--- src/rtl/mesi_snoop_cache.sv ---
// Direct-mapped write-back cache controller with MESI snooping for one core on a shared bus.
module mesi_snoop_cache #(
  parameter int unsigned ADDR_W  = 5,
  parameter int unsigned DATA_W  = 8,
  parameter int unsigned INDEX_W = 2
) (
  input  logic              clock,
  input  logic              reset_n,
  input  logic              cpu_req,
  input  logic              cpu_we,
  input  logic [ADDR_W-1:0] cpu_addr,
  input  logic [DATA_W-1:0] cpu_wdata,
  output logic [DATA_W-1:0] cpu_rdata,
  output logic              cpu_ready,
  output logic              bus_req,
  input  logic              bus_gnt,
  output logic [2:0]        bus_cmd,
  output logic [ADDR_W-1:0] bus_addr,
  output logic [DATA_W-1:0] bus_wdata,
  input  logic              mem_ack,
  input  logic [DATA_W-1:0] mem_rdata,
  input  logic              bus_shared_in,
  input  logic              snoop_valid,
  input  logic [2:0]        snoop_cmd,
  input  logic [ADDR_W-1:0] snoop_addr,
  output logic              snoop_shared,
  output logic              snoop_flush,
  output logic [DATA_W-1:0] snoop_data
);
  localparam int Lines = 2 ** INDEX_W;
  localparam int TagW  = ADDR_W - INDEX_W;

  localparam logic [1:0] MesiI = 2'd0, MesiS = 2'd1, MesiM = 2'd2, MesiE = 2'd3;
  localparam logic [2:0] CmdNone = 3'd0, CmdRd = 3'd1, CmdRdx = 3'd2, CmdUpgr = 3'd3,
                         CmdWb = 3'd4;

  typedef enum logic [2:0] {StIdle, StWb, StFill, StUpgr, StResp} state_e;

  state_e            state_q, state_d;
  logic [TagW-1:0]   tag_q  [Lines];
  logic [TagW-1:0]   tag_d  [Lines];
  logic [1:0]        mesi_q [Lines];
  logic [1:0]        mesi_d [Lines];
  logic [DATA_W-1:0] data_q [Lines];
  logic [DATA_W-1:0] data_d [Lines];

  logic              bus_req_q, bus_req_d;
  logic [2:0]        bus_cmd_q, bus_cmd_d;
  logic [ADDR_W-1:0] bus_addr_q, bus_addr_d;
  logic [DATA_W-1:0] bus_wdata_q, bus_wdata_d;
  logic [DATA_W-1:0] rdata_q, rdata_d;
  logic              snp_shared_q, snp_shared_d;
  logic              snp_flush_q, snp_flush_d;
  logic [DATA_W-1:0] snp_data_q, snp_data_d;

  logic [INDEX_W-1:0] req_idx, snp_idx;
  logic [TagW-1:0]    req_tag, snp_tag;
  logic               req_hit, snp_act;
  logic [1:0]         snp_next;

  assign req_idx = cpu_addr[INDEX_W-1:0];
  assign req_tag = cpu_addr[ADDR_W-1:INDEX_W];
  assign snp_idx = snoop_addr[INDEX_W-1:0];
  assign snp_tag = snoop_addr[ADDR_W-1:INDEX_W];
  assign req_hit = (mesi_q[req_idx] != MesiI) && (tag_q[req_idx] == req_tag);

  // Our own granted transaction shows up on the snoop port; it must not hit ourselves.
  assign snp_act = snoop_valid && !(bus_gnt && (snoop_addr == bus_addr_q)) &&
                   (mesi_q[snp_idx] != MesiI) && (tag_q[snp_idx] == snp_tag);

  // Snoop response and the new state of the snooped line.
  always_comb begin
    snp_next     = mesi_q[snp_idx];
    snp_shared_d = 1'b0;
    snp_flush_d  = 1'b0;
    if (snp_act) begin
      case (snoop_cmd)
        CmdRd: begin
          snp_shared_d = 1'b1;
          snp_flush_d  = (mesi_q[snp_idx] == MesiM);
          snp_next     = MesiS;
        end
        CmdRdx: begin
          snp_flush_d = (mesi_q[snp_idx] == MesiM);
          snp_next    = MesiI;
        end
        CmdUpgr: if (mesi_q[snp_idx] == MesiS) snp_next = MesiI;
        default: ;
      endcase
    end
    snp_data_d = snp_flush_d ? data_q[snp_idx] : '0;
  end

  // Controller FSM and array updates; snoop applied first so core writes override it.
  always_comb begin
    state_d     = state_q;
    tag_d       = tag_q;
    mesi_d      = mesi_q;
    data_d      = data_q;
    bus_req_d   = bus_req_q;
    bus_cmd_d   = bus_cmd_q;
    bus_addr_d  = bus_addr_q;
    bus_wdata_d = bus_wdata_q;
    rdata_d     = rdata_q;
    if (snp_act) mesi_d[snp_idx] = snp_next;
    case (state_q)
      StIdle: begin
        // Stall a lookup colliding with a snoop so it sees the post-snoop state next cycle.
        if (cpu_req && !(snp_act && (snp_idx == req_idx))) begin
          if (req_hit && !cpu_we) begin
            rdata_d = data_q[req_idx];
            state_d = StResp;
          end else if (req_hit && (mesi_q[req_idx] == MesiS)) begin
            bus_req_d   = 1'b1;
            bus_cmd_d   = CmdUpgr;
            bus_addr_d  = cpu_addr;
            bus_wdata_d = '0;
            state_d     = StUpgr;
          end else if (req_hit) begin
            mesi_d[req_idx] = MesiM;
            data_d[req_idx] = cpu_wdata;
            rdata_d         = cpu_wdata;
            state_d         = StResp;
          end else if (mesi_q[req_idx] == MesiM) begin
            bus_req_d   = 1'b1;
            bus_cmd_d   = CmdWb;
            bus_addr_d  = {tag_q[req_idx], req_idx};
            bus_wdata_d = data_q[req_idx];
            state_d     = StWb;
          end else begin
            bus_req_d   = 1'b1;
            bus_cmd_d   = cpu_we ? CmdRdx : CmdRd;
            bus_addr_d  = cpu_addr;
            bus_wdata_d = '0;
            state_d     = StFill;
          end
        end
      end
      StWb: begin
        if (mem_ack) begin
          mesi_d[req_idx] = MesiI;
          bus_cmd_d       = cpu_we ? CmdRdx : CmdRd;
          bus_addr_d      = cpu_addr;
          bus_wdata_d     = '0;
          state_d         = StFill;
        end
      end
      StFill: begin
        if (mem_ack) begin
          tag_d[req_idx] = req_tag;
          if (cpu_we) begin
            mesi_d[req_idx] = MesiM;
            data_d[req_idx] = cpu_wdata;
            rdata_d         = cpu_wdata;
          end else begin
            mesi_d[req_idx] = bus_shared_in ? MesiS : MesiE;
            data_d[req_idx] = mem_rdata;
            rdata_d         = mem_rdata;
          end
          bus_req_d   = 1'b0;
          bus_cmd_d   = CmdNone;
          bus_addr_d  = '0;
          state_d     = StResp;
        end
      end
      StUpgr: begin
        if (bus_gnt) begin
          mesi_d[req_idx] = MesiM;
          data_d[req_idx] = cpu_wdata;
          rdata_d         = cpu_wdata;
          bus_req_d       = 1'b0;
          bus_cmd_d       = CmdNone;
          bus_addr_d      = '0;
          state_d         = StResp;
        end else if (mesi_d[req_idx] == MesiI) begin
          // Lost the shared copy before grant: fetch it exclusively instead.
          bus_cmd_d = CmdRdx;
          state_d   = StFill;
        end
      end
      StResp:  state_d = StIdle;
      default: state_d = StIdle;
    endcase
  end

  // State, arrays, bus and snoop response registers.
  always_ff @(posedge clock or negedge reset_n) begin
    if (!reset_n) begin
      state_q      <= StIdle;
      tag_q        <= '{default: '0};
      mesi_q       <= '{default: MesiI};
      data_q       <= '{default: '0};
      bus_req_q    <= 1'b0;
      bus_cmd_q    <= CmdNone;
      bus_addr_q   <= '0;
      bus_wdata_q  <= '0;
      rdata_q      <= '0;
      snp_shared_q <= 1'b0;
      snp_flush_q  <= 1'b0;
      snp_data_q   <= '0;
    end else begin
      state_q      <= state_d;
      tag_q        <= tag_d;
      mesi_q       <= mesi_d;
      data_q       <= data_d;
      bus_req_q    <= bus_req_d;
      bus_cmd_q    <= bus_cmd_d;
      bus_addr_q   <= bus_addr_d;
      bus_wdata_q  <= bus_wdata_d;
      rdata_q      <= rdata_d;
      snp_shared_q <= snp_shared_d;
      snp_flush_q  <= snp_flush_d;
      snp_data_q   <= snp_data_d;
    end
  end

  assign cpu_ready    = (state_q == StResp);
  assign cpu_rdata    = rdata_q;
  assign bus_req      = bus_req_q;
  assign bus_cmd      = bus_cmd_q;
  assign bus_addr     = bus_addr_q;
  assign bus_wdata    = bus_wdata_q;
  assign snoop_shared = snp_shared_q;
  assign snoop_flush  = snp_flush_q;
  assign snoop_data   = snp_data_q;
endmodule

--- config.mk ---
export PLATFORM = sky130hd
export DESIGN_NAME = mesi_snoop_cache
export DESIGN_NICKNAME = d
export VERILOG_FILES = /design/src/rtl/mesi_snoop_cache.sv
export SDC_FILE = /design/constraint.sdc
export NUM_CORES = 1
export LEC_CHECK = 0
export ABC_AREA = 1
export BUFFER_PORTS_ARGS = -buffer_cell sky130_fd_sc_hd__buf_2
export CORE_MARGIN = 2
export CORE_UTILIZATION = 59
export CTS_CLUSTER_SIZE = 10
export DETAILED_ROUTE_END_ITERATION = 10
export HOLD_SLACK_MARGIN = 0.02
export PLACE_DENSITY = 0.81
export SLEW_MARGIN = 20
export SYNTH_ARGS = -nofsm -noshare
export SYNTH_HDL_FRONTEND = slang
export SYNTH_SLANG_ARGS = --single-unit
--- constraint.sdc ---
create_clock -name clock -period 2.5 [get_ports clock]
set_input_delay 0.25 -clock clock [delete_from_list [all_inputs] [get_ports clock]]
set_output_delay 0.25 -clock clock [all_outputs]
set_load 0.05 [all_outputs]
==> reports/qor.yml <==
synth.avg_cell_area_um2: 6.736
crit_type: "reg2reg"
required_ns: 2.82
slew-limit-headroom_pct: 54.40
r2r_end: "data_q[16]"
first_global_vias: 6091
cts.sinks: 90
cap_violations: 0
synth_top_area_share_pct: 36.58
ff2ff_setup_slack_ns: 0.16
firstDrtPassIters: 6
cts_root_buffer: "clkbuf_8"
wire_per_inst_um: 16.45
cts_buffers: 9
yosys_warnings: 0
core_area_mm2: 0.01023
synth_nets: 951
port_buffers: 72
final.period_utilization_pct: 93.48
p_sw_share_pct: 51.22
hold_viol_final: 0
cts_setup_buffers: 0
routabilityCongestion: 0.9580
hp-class: "in2reg"
area_growth_syn_to_layout_pct: 12.76
routed-via-count: 6627
p_int_mw: 3.713
whs_path_depth: 3
p_clk_share_pct: 12.9
synth.top_cells.by_area: "dfrtp_1 37%, nand2_1 18%, o21ai_0 9.3%"
fmaxAchievable_ghz: 0.4279
rsz0062_at_grt: "no"
power.share.sequential_pct: 31.8
drive_gt1_share_pct: 16.33
clk_latency_ns: 0.38
synth_cells: 914
drc: 0
drt-initial-drc-count: 616
ioPinCount: 73
antenna_found_initial: 0
static-leakage-power_nw: 3.582
grt_overflow: 0
vdd_drop_max_v: 0.0005508
design.die.area_mm2: 0.01127
cp-end-kind: "register"
ant_nets: 0
placed_cell_area_mm2: 0.006739
h-tree-depth: 3
grt_pass1_wl_um: 30160
die_w_um: 106.2
finalSetupTns_ns: 0
design_area_mm2: 0.006943
cts_tree: "yes"
start_util_pct: 60.18
power.density_mw_per_mm2: 1096
r2r-start: "state_q[1]"
synth_top_area_cell: "dfrtp_1"
fin_worst_skew_ns: 0.01198
rr_worst_depth: 11
setup_viol: 0
synth_seq_cells: 90
power_mw: 7.611
grt_start_max_net_pins: 56
dpl.hpwl_um: 13850
antenna_cells: 0
cts_max_path_buffers: 2
status: "finished, final reports clean"
grt_usage_pct: 33.80
slew_violations: 0
yosysUniqueCellTypes: 42
power_switching_mw: 3.898
fin_crit_ns: 2.337
cp-start-kind: "register"
viasPerCell: 5.844
arrival_ns: 2.66
wirelength_um: 18650
nets: 1032
seq_area_frac_synth_pct: 36.58
syn_area_mm2: 0.006157
hold_end: "tag_q[7]"
die_h_um: 106.2
tightest_slew_ns: 0.6769
p_comb_share_pct: 55.3
fp-row-count: 37
hp-start: "cpu_addr[3]"
path_max_fanout: 21
clk_pin_slew_ns: 0.09
==> how the worst max path moves through the flow <==
stage	slack, ns	cells after the start	from	endpoint
4_1_cts	0.1	11	state_q[1]	data_q[18]
3_5_place_dp	0.02	20	snoop_addr[0]	bus_cmd[1]
2_1_floorplan	0.39	17	bus_addr[0]	cpu_rdata[0]
3_3_place_gp	0.07	20	snoop_addr[0]	bus_cmd[1]
6_report	0.16	11	state_q[1]	data_q[16]
5_1_grt	0.02	13	state_q[1]	cpu_rdata[3]
==> sequential cells by signal, summed over array words and instances (netlist names) <==
name / count
bus_wdata: 8
tag_q: 12
mesi_q: 8
snoop_shared: 1
snoop_flush: 1
bus_cmd: 3
data_q: 32
bus_addr: 5
state_q: 3
cpu_rdata: 8
snoop_data: 8
bus_req: 1
==> synthesized netlist by cell type <==
| master | instances |
|---|---|
| nor3_1 | 14 |
| a211oi_1 | 1 |
| buf_2 | 4 |
| nor2_4 | 7 |
| o21a_1 | 1 |
| o2111ai_1 | 1 |
| o21ai_0 | 115 |
| xnor2_1 | 1 |
| inv_4 | 2 |
| clkinv_1 | 4 |
| xor2_1 | 1 |
| o21ai_2 | 2 |
| nand3_2 | 3 |
| a22oi_1 | 2 |
| a22oi_2 | 2 |
| clkbuf_1 | 18 |
| buf_6 | 5 |
| or2_2 | 1 |
| a21boi_2 | 1 |
| nor2_8 | 1 |
| nand2_4 | 5 |
| o221ai_1 | 5 |
| buf_4 | 6 |
| dfrtp_1 | 90 |
| o21ai_4 | 1 |
| o211ai_1 | 6 |
| nand2_2 | 9 |
| nor2_1 | 67 |
| o21bai_1 | 3 |
| a21oi_1 | 23 |
| inv_1 | 71 |
| o22a_1 | 3 |
| nand3_1 | 70 |
| a221oi_1 | 3 |
| inv_2 | 7 |
| nand2_1 | 295 |
| nand4_1 | 13 |
| o21ai_1 | 10 |
| and2_1 | 1 |
| o22ai_1 | 36 |
| nor2_2 | 3 |
| a31oi_1 | 1 |
==> kinds of logic after synthesis <==
kind of cell | synth area share (%)
AO/OA/AOI/OAI | 20.22
XOR/XNOR | 0.2845
buffers and inverters | 8.271
flip-flops | 36.58
AND/OR/NAND/NOR | 34.65
==> stage by stage <==
stage                     cells  setup slack [ns]  util, %  hold slack (ns)
after CTS                  1134           0.09996    67.74           0.1505
after global routing       1134           0.01822    67.86           0.1852
after floorplan             914            0.3854        -         -0.04559
after detailed placement   1119           0.01513    65.87           0.2457
final                      1134            0.1629    67.86           0.1661
after global placement     1119           0.06901    65.87           0.2395
==> routing by layer <==
| metal | wire length (um) | global-route usage, % | vias up |
|---|---|---|---|
| met1 | 7530 | 43.84 | 3038 |
| met3 | 1234 | 4.782 | 60 |
| met2 | 9084 | 55.04 | 306 |
| li1 | - | - | 3223 |
| met4 | 799 | 17.58 | 0 |
| met5 | 0 | 0 | - |
==> area by class of cell <==
class | instances | area (um2)
Tap cell | 136 | 170.2
Inverter | 84 | 320.3
Sequential cell | 90 | 2252
Fill cell | 953 | 3288
Clock inverter | 5 | 57.56
Multi-Input combinational cell | 707 | 3408
Timing Repair Buffer | 103 | 610.6
Clock buffer | 9 | 123.9
==> power by group through the flow <==
stage,clock network [mW],logic [mW],registers (mW)
4_1_cts,0.996,4.16,2.40
5_1_grt,1.05,4.67,2.47
3_5_place_dp,0,4.14,2.43
6_report,0.981,4.21,2.42
2_1_floorplan,0,2.65,2.82
3_3_place_gp,0,4.07,2.42
==> worst max-delay path, cell delays in order (launching register included) <==
cell,delay [ns]
dfrtp_1,0.42
inv_1,0.12
nor2_4,0.19
clkinv_1,0.12
nor2_2,0.19
inv_1,0.18
nor2_2,0.11
buf_4,0.28
nand2_1,0.24
o21ai_0,0.25
nand3_1,0.10
nand2_1,0.07
==> layout by cell type (no fill, tap or decap), types with 10 or more instances in the layout <==
| cell | Yosys | layout |
|---|---|---|
| inv_1 | 71 | 71 |
| nor3_1 | 14 | 14 |
| nand4_1 | 13 | 13 |
| a21oi_1 | 23 | 23 |
| dfrtp_1 | 90 | 90 |
| o22ai_1 | 36 | 36 |
| o21ai_1 | 10 | 10 |
| nor2_1 | 67 | 66 |
| nand2_1 | 295 | 293 |
| buf_2 | 4 | 71 |
| nand3_1 | 70 | 70 |
| buf_4 | 6 | 30 |
| nand2_2 | 9 | 11 |
| o21ai_0 | 115 | 115 |
==> repair_timing <==
action | in CTS | in global routing
hold buffers | 1 | 0
resized for setup | 0 | 4
endpoints found under the setup margin | 0 | 33
endpoints found under the hold margin | 35 | 0
Power figures use the tool's default switching activity.
